### src/rtl/controle_multiciclo_pkg.sv
// Shared definitions for the multicycle MIPS main control: opcodes, ALUOp codes,
// FSM state encodings and the datapath mux select codes.
package controle_multiciclo_pkg;

    // Opcodes (IR[31:26])
    localparam logic [5:0] OP_RTYPE = 6'b000000;
    localparam logic [5:0] OP_J     = 6'b000010;
    localparam logic [5:0] OP_JAL   = 6'b000011;
    localparam logic [5:0] OP_BEQ   = 6'b000100;
    localparam logic [5:0] OP_BNE   = 6'b000101;
    localparam logic [5:0] OP_ADDI  = 6'b001000;
    localparam logic [5:0] OP_SLTI  = 6'b001010;
    localparam logic [5:0] OP_SLTIU = 6'b001011;
    localparam logic [5:0] OP_ANDI  = 6'b001100;
    localparam logic [5:0] OP_ORI   = 6'b001101;
    localparam logic [5:0] OP_XORI  = 6'b001110;
    localparam logic [5:0] OP_LUI   = 6'b001111;
    localparam logic [5:0] OP_LW    = 6'b100011;
    localparam logic [5:0] OP_SW    = 6'b101011;

    // funct value that turns an R-type into JR
    localparam logic [5:0] FUNCT_JR = 6'b001000;

    // ALUOp codes understood by the ALU control decoder
    localparam logic [3:0] ALUOP_ADD   = 4'b0000;
    localparam logic [3:0] ALUOP_BEQ   = 4'b0001;
    localparam logic [3:0] ALUOP_BNE   = 4'b0010;
    localparam logic [3:0] ALUOP_SLT   = 4'b0011;
    localparam logic [3:0] ALUOP_SLTU  = 4'b0100;
    localparam logic [3:0] ALUOP_AND   = 4'b0101;
    localparam logic [3:0] ALUOP_OR    = 4'b0110;
    localparam logic [3:0] ALUOP_XOR   = 4'b0111;
    localparam logic [3:0] ALUOP_LUI   = 4'b1000;
    localparam logic [3:0] ALUOP_RTYPE = 4'b1111;

    // FSM states; encodings 13..15 are unused and recover to FETCH
    typedef enum logic [3:0] {
        FETCH     = 4'd0,
        DECODE    = 4'd1,
        EXEC_R    = 4'd2,
        WB_R      = 4'd3,
        EXEC_I    = 4'd4,
        WB_I      = 4'd5,
        MEM_ADDR  = 4'd6,
        MEM_READ  = 4'd7,
        MEM_WB    = 4'd8,
        MEM_WRITE = 4'd9,
        BRANCH    = 4'd10,
        JUMP      = 4'd11,
        JR        = 4'd12
    } state_t;

    // reg_dst select
    localparam logic [1:0] REGDST_RT = 2'b00;
    localparam logic [1:0] REGDST_RD = 2'b01;
    localparam logic [1:0] REGDST_RA = 2'b10;

    // mem_to_reg select
    localparam logic [1:0] WBSRC_ALUOUT = 2'b00;
    localparam logic [1:0] WBSRC_MDR    = 2'b01;
    localparam logic [1:0] WBSRC_PC     = 2'b10;

    // alu_src_b select
    localparam logic [1:0] SRCB_RT    = 2'b00;
    localparam logic [1:0] SRCB_FOUR  = 2'b01;
    localparam logic [1:0] SRCB_IMM   = 2'b10;
    localparam logic [1:0] SRCB_IMMSH = 2'b11;

    // pc_source select
    localparam logic [1:0] PCSRC_ALU    = 2'b00;
    localparam logic [1:0] PCSRC_ALUOUT = 2'b01;
    localparam logic [1:0] PCSRC_JUMP   = 2'b10;
    localparam logic [1:0] PCSRC_RS     = 2'b11;

    // True for the ALU-immediate opcodes handled by EXEC_I
    function automatic logic is_imm_op(input logic [5:0] op);
        return (op == OP_ADDI) || ((op >= OP_SLTI) && (op <= OP_LUI));
    endfunction

endpackage

### src/rtl/controle_multiciclo_decod_aluop_imm.sv
// Maps an ALU-immediate opcode to its ALUOp and immediate extension mode.
module controle_multiciclo_decod_aluop_imm
    import controle_multiciclo_pkg::*;
(
    input  logic [5:0] opcode,
    output logic [3:0] aluop,
    output logic       ext_zero
);

    // Logical ops and SLTIU zero-extend; arithmetic ops and LUI sign-extend
    always_comb begin
        aluop    = ALUOP_ADD;
        ext_zero = 1'b0;
        case (opcode)
            OP_ADDI:  begin aluop = ALUOP_ADD;  ext_zero = 1'b0; end
            OP_SLTI:  begin aluop = ALUOP_SLT;  ext_zero = 1'b0; end
            OP_SLTIU: begin aluop = ALUOP_SLTU; ext_zero = 1'b1; end
            OP_ANDI:  begin aluop = ALUOP_AND;  ext_zero = 1'b1; end
            OP_ORI:   begin aluop = ALUOP_OR;   ext_zero = 1'b1; end
            OP_XORI:  begin aluop = ALUOP_XOR;  ext_zero = 1'b1; end
            OP_LUI:   begin aluop = ALUOP_LUI;  ext_zero = 1'b0; end
            default:  begin aluop = ALUOP_ADD;  ext_zero = 1'b0; end
        endcase
    end

endmodule

### src/rtl/controle_multiciclo.sv
// Multicycle MIPS main control FSM: sequences fetch, decode, execute, memory and
// writeback and drives every datapath enable and mux select.
module controle_multiciclo
    import controle_multiciclo_pkg::*;
#(
    parameter int STATE_W = 4
)
(
    input  logic               clock,
    input  logic               reset,
    input  logic [5:0]         opcode,
    input  logic [5:0]         funct,
    input  logic               zero,
    input  logic               mem_ready,
    output logic               pc_write,
    output logic               ir_write,
    output logic               mem_read,
    output logic               mem_write,
    output logic               i_or_d,
    output logic               reg_write,
    output logic [1:0]         reg_dst,
    output logic [1:0]         mem_to_reg,
    output logic               alu_src_a,
    output logic [1:0]         alu_src_b,
    output logic               ext_zero,
    output logic [1:0]         pc_source,
    output logic [3:0]         ALUOp,
    output logic               instr_done,
    output logic               illegal_op,
    output logic [STATE_W-1:0] estado
);

    state_t     state;
    state_t     state_next;
    logic [3:0] imm_aluop;
    logic       imm_ext_zero;
    logic       is_beq;
    logic       is_bne;

    controle_multiciclo_decod_aluop_imm u_decod_aluop_imm (
        .opcode   (opcode),
        .aluop    (imm_aluop),
        .ext_zero (imm_ext_zero)
    );

    assign is_beq = (opcode == OP_BEQ);
    assign is_bne = (opcode == OP_BNE);

    // State register; reset abandons whatever instruction was in flight
    always_ff @(posedge clock) begin
        if (reset) state <= FETCH;
        else       state <= state_next;
    end

    // Next state and state-decoded outputs; reset forces every output low
    always_comb begin
        state_next = state;
        pc_write   = 1'b0;
        ir_write   = 1'b0;
        mem_read   = 1'b0;
        mem_write  = 1'b0;
        i_or_d     = 1'b0;
        reg_write  = 1'b0;
        reg_dst    = REGDST_RT;
        mem_to_reg = WBSRC_ALUOUT;
        alu_src_a  = 1'b0;
        alu_src_b  = SRCB_RT;
        ext_zero   = 1'b0;
        pc_source  = PCSRC_ALU;
        ALUOp      = ALUOP_ADD;
        instr_done = 1'b0;
        illegal_op = 1'b0;
        estado     = STATE_W'(state);

        case (state)
            FETCH: begin
                mem_read  = 1'b1;
                alu_src_b = SRCB_FOUR;
                ir_write  = mem_ready;
                pc_write  = mem_ready;
                if (mem_ready) state_next = DECODE;
            end
            DECODE: begin
                alu_src_b = SRCB_IMMSH;
                if (opcode == OP_RTYPE) begin
                    state_next = (funct == FUNCT_JR) ? JR : EXEC_R;
                end else if (opcode == OP_LW || opcode == OP_SW) begin
                    state_next = MEM_ADDR;
                end else if (is_beq || is_bne) begin
                    state_next = BRANCH;
                end else if (opcode == OP_J || opcode == OP_JAL) begin
                    state_next = JUMP;
                end else if (is_imm_op(opcode)) begin
                    state_next = EXEC_I;
                end else begin
                    illegal_op = 1'b1;
                    state_next = FETCH;
                end
            end
            EXEC_R: begin
                alu_src_a  = 1'b1;
                alu_src_b  = SRCB_RT;
                ALUOp      = ALUOP_RTYPE;
                state_next = WB_R;
            end
            WB_R: begin
                reg_write  = 1'b1;
                reg_dst    = REGDST_RD;
                mem_to_reg = WBSRC_ALUOUT;
                instr_done = 1'b1;
                state_next = FETCH;
            end
            EXEC_I: begin
                alu_src_a  = 1'b1;
                alu_src_b  = SRCB_IMM;
                ALUOp      = imm_aluop;
                ext_zero   = imm_ext_zero;
                state_next = WB_I;
            end
            WB_I: begin
                reg_write  = 1'b1;
                reg_dst    = REGDST_RT;
                mem_to_reg = WBSRC_ALUOUT;
                instr_done = 1'b1;
                state_next = FETCH;
            end
            MEM_ADDR: begin
                alu_src_a  = 1'b1;
                alu_src_b  = SRCB_IMM;
                state_next = (opcode == OP_LW) ? MEM_READ : MEM_WRITE;
            end
            MEM_READ: begin
                mem_read = 1'b1;
                i_or_d   = 1'b1;
                if (mem_ready) state_next = MEM_WB;
            end
            MEM_WB: begin
                reg_write  = 1'b1;
                reg_dst    = REGDST_RT;
                mem_to_reg = WBSRC_MDR;
                instr_done = 1'b1;
                state_next = FETCH;
            end
            MEM_WRITE: begin
                mem_write  = 1'b1;
                i_or_d     = 1'b1;
                instr_done = mem_ready;
                if (mem_ready) state_next = FETCH;
            end
            BRANCH: begin
                alu_src_a  = 1'b1;
                alu_src_b  = SRCB_RT;
                pc_source  = PCSRC_ALUOUT;
                ALUOp      = is_bne ? ALUOP_BNE : ALUOP_BEQ;
                pc_write   = (is_beq & zero) | (is_bne & ~zero);
                instr_done = 1'b1;
                state_next = FETCH;
            end
            JUMP: begin
                pc_write   = 1'b1;
                pc_source  = PCSRC_JUMP;
                instr_done = 1'b1;
                if (opcode == OP_JAL) begin
                    reg_write  = 1'b1;
                    reg_dst    = REGDST_RA;
                    mem_to_reg = WBSRC_PC;
                end
                state_next = FETCH;
            end
            JR: begin
                pc_write   = 1'b1;
                pc_source  = PCSRC_RS;
                instr_done = 1'b1;
                state_next = FETCH;
            end
            default: begin
                illegal_op = 1'b1;
                state_next = FETCH;
            end
        endcase

        if (reset) begin
            state_next = FETCH;
            pc_write   = 1'b0;
            ir_write   = 1'b0;
            mem_read   = 1'b0;
            mem_write  = 1'b0;
            i_or_d     = 1'b0;
            reg_write  = 1'b0;
            reg_dst    = 2'b00;
            mem_to_reg = 2'b00;
            alu_src_a  = 1'b0;
            alu_src_b  = 2'b00;
            ext_zero   = 1'b0;
            pc_source  = 2'b00;
            ALUOp      = 4'b0000;
            instr_done = 1'b0;
            illegal_op = 1'b0;
            estado     = '0;
        end
    end

endmodule

### config.mk
export PLATFORM = sky130hd
export DESIGN_NAME = controle_multiciclo
export DESIGN_NICKNAME = d
export VERILOG_FILES = /design/src/rtl/controle_multiciclo_pkg.sv /design/src/rtl/controle_multiciclo_decod_aluop_imm.sv /design/src/rtl/controle_multiciclo.sv
export SDC_FILE = /design/constraint.sdc
export NUM_CORES = 1
export LEC_CHECK = 0
export BUFFER_PORTS_ARGS = -buffer_cell sky130_fd_sc_hd__buf_2
export CAP_MARGIN = 15
export CORE_MARGIN = 8
export CORE_UTILIZATION = 47
export CTS_CLUSTER_DIAMETER = 200
export DETAILED_ROUTE_END_ITERATION = 8
export GPL_ROUTABILITY_DRIVEN = 0
export GPL_TIMING_DRIVEN = 0
export PLACE_DENSITY = 0.82
export SETUP_SLACK_MARGIN = 0.3
export SLEW_MARGIN = 20
export SYNTH_ARGS = -nofsm -noshare
export SYNTH_HDL_FRONTEND = slang
export SYNTH_SLANG_ARGS = --single-unit
### constraint.sdc
create_clock -name clock -period 1.8 [get_ports clock]
set_clock_uncertainty 0.1 [all_clocks]
set_input_delay 0.27 -clock clock [delete_from_list [all_inputs] [get_ports clock]]
set_output_delay 0.27 -clock clock [all_outputs]
set_load 0.05 [all_outputs]
==> results of run 1 <==
logic make-up after synthesis:
| family | after synthesis | synth area share, % |
|---|---|---|
| and+or+nand+nor | 78 | 48.7 |
| xor gates and xnor gates | 2 | 1.84 |
| DFF | 4 | 8.43 |
| buffers and inverters | 19 | 10.1 |
| muxes | 4 | 4.22 |
| AOI/OAI and AO/OA | 36 | 26.6 |
stage by stage:
step	instances	hold slack, ns	area, um2	setup slack (ns)	util [%]
2_1_floorplan	143	0.382	1360	-0.0501	-
3_3_place_gp	208	0.602	1580	-0.200	81.5
3_5_place_dp	208	0.619	1580	-0.204	81.5
==> results.sh, run 1 <==
export IMPL_cts_setup_buffers=24
export IMPL_cts_sinks=4
export IMPL_synth_largest_area_cell="dfxtp_1"
export IMPL_netlist_area_um2=950
export IMPL_start_util_pct=48.9
export IMPL_htreeDepth=1
export IMPL_cts_buffer_depth=2
export IMPL_cts_root_buf="clkbuf_4"
export IMPL_ys_top_cells_by_count="nor2_1, nor3_1, a21oi_1"
export IMPL_post_cts_resized=98
export IMPL_synth_cell_type_count=48
export IMPL_stop_stage="clock tree synthesis"
export IMPL_dieWidth_um=61.0
export IMPL_postCtsHoldBufs=0
export IMPL_ios=42
export IMPL_portBuffers=38
export IMPL_synth_seq_cells=4
export IMPL_yosys_warnings=0
export IMPL_dp_hpwl_um=2870
export IMPL_syn_inst=143
export IMPL_rows=16
export IMPL_synth_edf_count=0
export IMPL_avgSynthCellArea_um2=6.64
export IMPL_tool_error="[ERROR DPL-0038] Utilization greater than 100%, impossible to legalize"
export IMPL_outcome="stopped before the end"
export IMPL_die_h_um=61.0
export IMPL_synth_area_leaders="dfxtp_1, nor3_1, nand2b_1"
export IMPL_ys_seq_area_share_pct=8.43
export IMPL_cts_buffers_inserted=3
export IMPL_syn_nets=159
export IMPL_synth_top_area_share_pct=8.43
export IMPL_synth_flop_cell="dfxtp_1"
export IMPL_async_flop_share_pct=0
==> inputs of run 2 (changes only) <==
- CORE_AREA: unset -> 8 8 69 71
- CORE_MARGIN: 8 -> unset
- CORE_UTILIZATION: 47 -> unset
- CTS_CLUSTER_DIAMETER: 200 -> unset
- DIE_AREA: unset -> 0 0 77 79
- PLACE_DENSITY: 0.82 -> unset
- PLACE_DENSITY_LB_ADDON: unset -> 0.15
- SETUP_SLACK_MARGIN: 0.3 -> unset
==> results.sh, run 2 <==
export IMPL_max_freq_mhz=509
export IMPL_htreeDepth=1
export IMPL_fin_cells=241
export IMPL_synthAdderAreaFrac_pct=0
export IMPL_critPathRequiredTime_ns=1.43
export IMPL_power_density_nw_per_um2=343
export IMPL_critPathSlowestCell="dfxtp_4"
export IMPL_slowest_delay_ns=0.35
export IMPL_avgSynthCellArea_um2=6.64
export IMPL_outcome="complete, but fails checks"
export IMPL_p_leak_nw=0.714
export IMPL_drtIter0Drc=64
export IMPL_die_h_um=79
export IMPL_multi_input_area_um2=1090
export IMPL_synth_cell_type_count=48
export IMPL_top_regs="state x4"
export IMPL_synth_area_leaders="dfxtp_1, nor3_1, nand2b_1"
export IMPL_dr_total_vias=1296
export IMPL_finalCriticalPeriod_ns=1.97
export IMPL_crit_family="compound AO/OA/AOI/OAI gates"
export IMPL_ios=42
export IMPL_insertedDiodeCount=0
export IMPL_clk_pin_slew_ns=0.04
export IMPL_crit_path_end_kind="output pin"
export IMPL_finalCritPeriodShare_pct=109
export IMPL_dp_hpwl_um=2940
export IMPL_final_nets=209
export IMPL_grt_remaining_overflow=0
export IMPL_synth_flop_cell="dfxtp_1"
export IMPL_crit_path_start_kind="flop"
export IMPL_cts_buffer_depth=2
export IMPL_rows=23
export IMPL_largest_register="state"
export IMPL_first_global_vias=1288
export IMPL_final_util_pct=47.8
export IMPL_dieWidth_um=77
export IMPL_hold_violations=0
export IMPL_synth_xor_area_share_pct=1.84
export IMPL_path_class="flop to output pin"
export IMPL_clock_latency_ns=0.22
export IMPL_netlist_area_um2=950
export IMPL_drive_gt1_share_pct=61.8
export IMPL_cp_max_fo=8
export IMPL_seq_area_um2=92.6
export IMPL_ys_top_cells_by_count="nor2_1, nor3_1, a21oi_1"
export IMPL_drc=0
export IMPL_synth_seq_cells=4
export IMPL_synth_top_family_by_area="simple AND/OR/NAND/NOR gates"
export IMPL_drtPass1Iterations=4
export IMPL_setup_slack_ns=-0.165
export IMPL_start_util_pct=25.0
export IMPL_dp_cells=231
export IMPL_crit_path_frequent_cell="buf_6"
export IMPL_fp_coreArea_um2=3800
export IMPL_syn_inst=143
export IMPL_muxShareOfSynthArea_pct=4.22
export IMPL_synth_largest_area_cell="dfxtp_1"
export IMPL_layout_commonest_cell="buf_2"
export IMPL_synth_edf_count=0
export IMPL_cts_root_buf="clkbuf_8"
export IMPL_synth_top_area_share_pct=8.43
export IMPL_tightestPinTransition_ns=0.315
export IMPL_postCtsHoldBufs=0
export IMPL_violations="setup timing"
export IMPL_areaGrowthSynthToFinish_pct=91.2
export IMPL_largest_register_ffs=4
export IMPL_antenna_found_initial=0
export IMPL_cts_buffers_inserted=3
export IMPL_hp_class="input port to flop"
export IMPL_ys_seq_area_share_pct=8.43
export IMPL_cts_tree="built"
export IMPL_slew_headroom_pct=78.7
export IMPL_crit_buf_inv=2
export IMPL_syn_nets=159
export IMPL_maxSlewViolCount=0
export IMPL_max_cap_violations=0
export IMPL_finalSetupTns_ns=-1.11
export IMPL_vias_per_cell=5.38
export IMPL_routed_wl_um=3790
export IMPL_async_flop_share_pct=0
export IMPL_final_cell_mix="buf_2, buf_6, buf_4"
export IMPL_grt_pass1_wl_um=6230
export IMPL_grt_use_total_pct=12.3
export IMPL_cp_arrival_ns=1.60
export IMPL_synth_compound_area_share_pct=26.6
export IMPL_wl_per_cell_um=15.7
export IMPL_yosys_warnings=0
export IMPL_grt_max_degree=11
export IMPL_rsz0062_at_grt="yes"
export IMPL_synthSimpleGateAreaFrac_pct=48.7
export IMPL_portBuffers=38
export IMPL_postRouteAntennaNets=0
export IMPL_die_area_um2=6080
export IMPL_crit_chain="or2_1 -> buf_6 -> a211o_1 -> a211oi_4 -> buf_6"
export IMPL_setup_viol_count_final=12
export IMPL_vdd_drop_max_uv=291
export IMPL_fillers=379
export IMPL_cts_sinks=4
[run 2: cell counts after synthesis]
Identical to the previous run, type by type.
[run 2: final timing paths]
check        slack (ns)  startpoint          to  cells past startpoint
min                0.38   mem_ready    state[0]                      4
min reg2reg        0.65    state[2]    state[3]                      2
max reg2reg        0.12    state[0]    state[1]                      5
max               -0.17    state[2]  illegal_op                      5
[run 2: per-stage QoR]
stage | hold WS (ns) | worst slack (ns) | total power, mW | cell area (um2)
after global placement | 0.605 | -0.404 | 0.376 | 1440
after floorplan | 0.382 | -0.245 | 0.314 | 1190
after global routing | 0.442 | -0.228 | 0.661 | 1820
after detailed placement | 0.608 | -0.421 | 0.379 | 1440
after CTS | 0.372 | -0.167 | 0.606 | 1700
final | 0.382 | -0.165 | 0.622 | 1820
[run 2: kinds of logic (layout without fill, tap and decap cells)]
kind of cell	after synthesis	in the layout
buffers and inverters	19	67
AOI/OAI and AO/OA	36	36
and+or+nand+nor	78	78
DFF	4	4
muxes	4	4
xor gates and xnor gates	2	2
[run 2: per-layer routing]
metal	GRT usage [%]	wire (um)	up-vias
li1	-	-	636
met1	14.4	1620	608
met2	21.5	1900	48
met3	3.72	227	4
met4	3.02	43	0
met5	0	0	-
[run 2: what timing repair did]
item | 4_1_cts | 5_1_grt
pin swaps | 8 | 4
resized for setup | 65 | 23
setup endpoints to repair | 21 | 20
cloned | 0 | 0
buffers inserted | 2 | 6
[run 2: cell type report]
type | count | share of cell area (%)
multi-input combinational | 120 | 60.0
timing repair buffer | 46 | 19.6
buffer | 16 | 9.10
sequential | 4 | 5.10
tap | 50 | 3.45
clock buffer | 3 | 2.27
inverter | 2 | 0.414
[run 2: report_power, final]
group / leakage [nW] / internal, mW / switching (mW)
sequential: 0.0352 / 0.0912 / 0.0100
clock: 0.0216 / 0.143 / 0.0490
combinational: 0.657 / 0.132 / 0.197
total: 0.714 / 0.366 / 0.257
[run 2: tightest hold or removal path: cells and delay by family]
kind / cells / cell delay (ns)
buf+inv: 1 / 0.16
compound gates: 2 / 0.18
simple gates: 1 / 0.05
(Power assumes the default switching activity.)
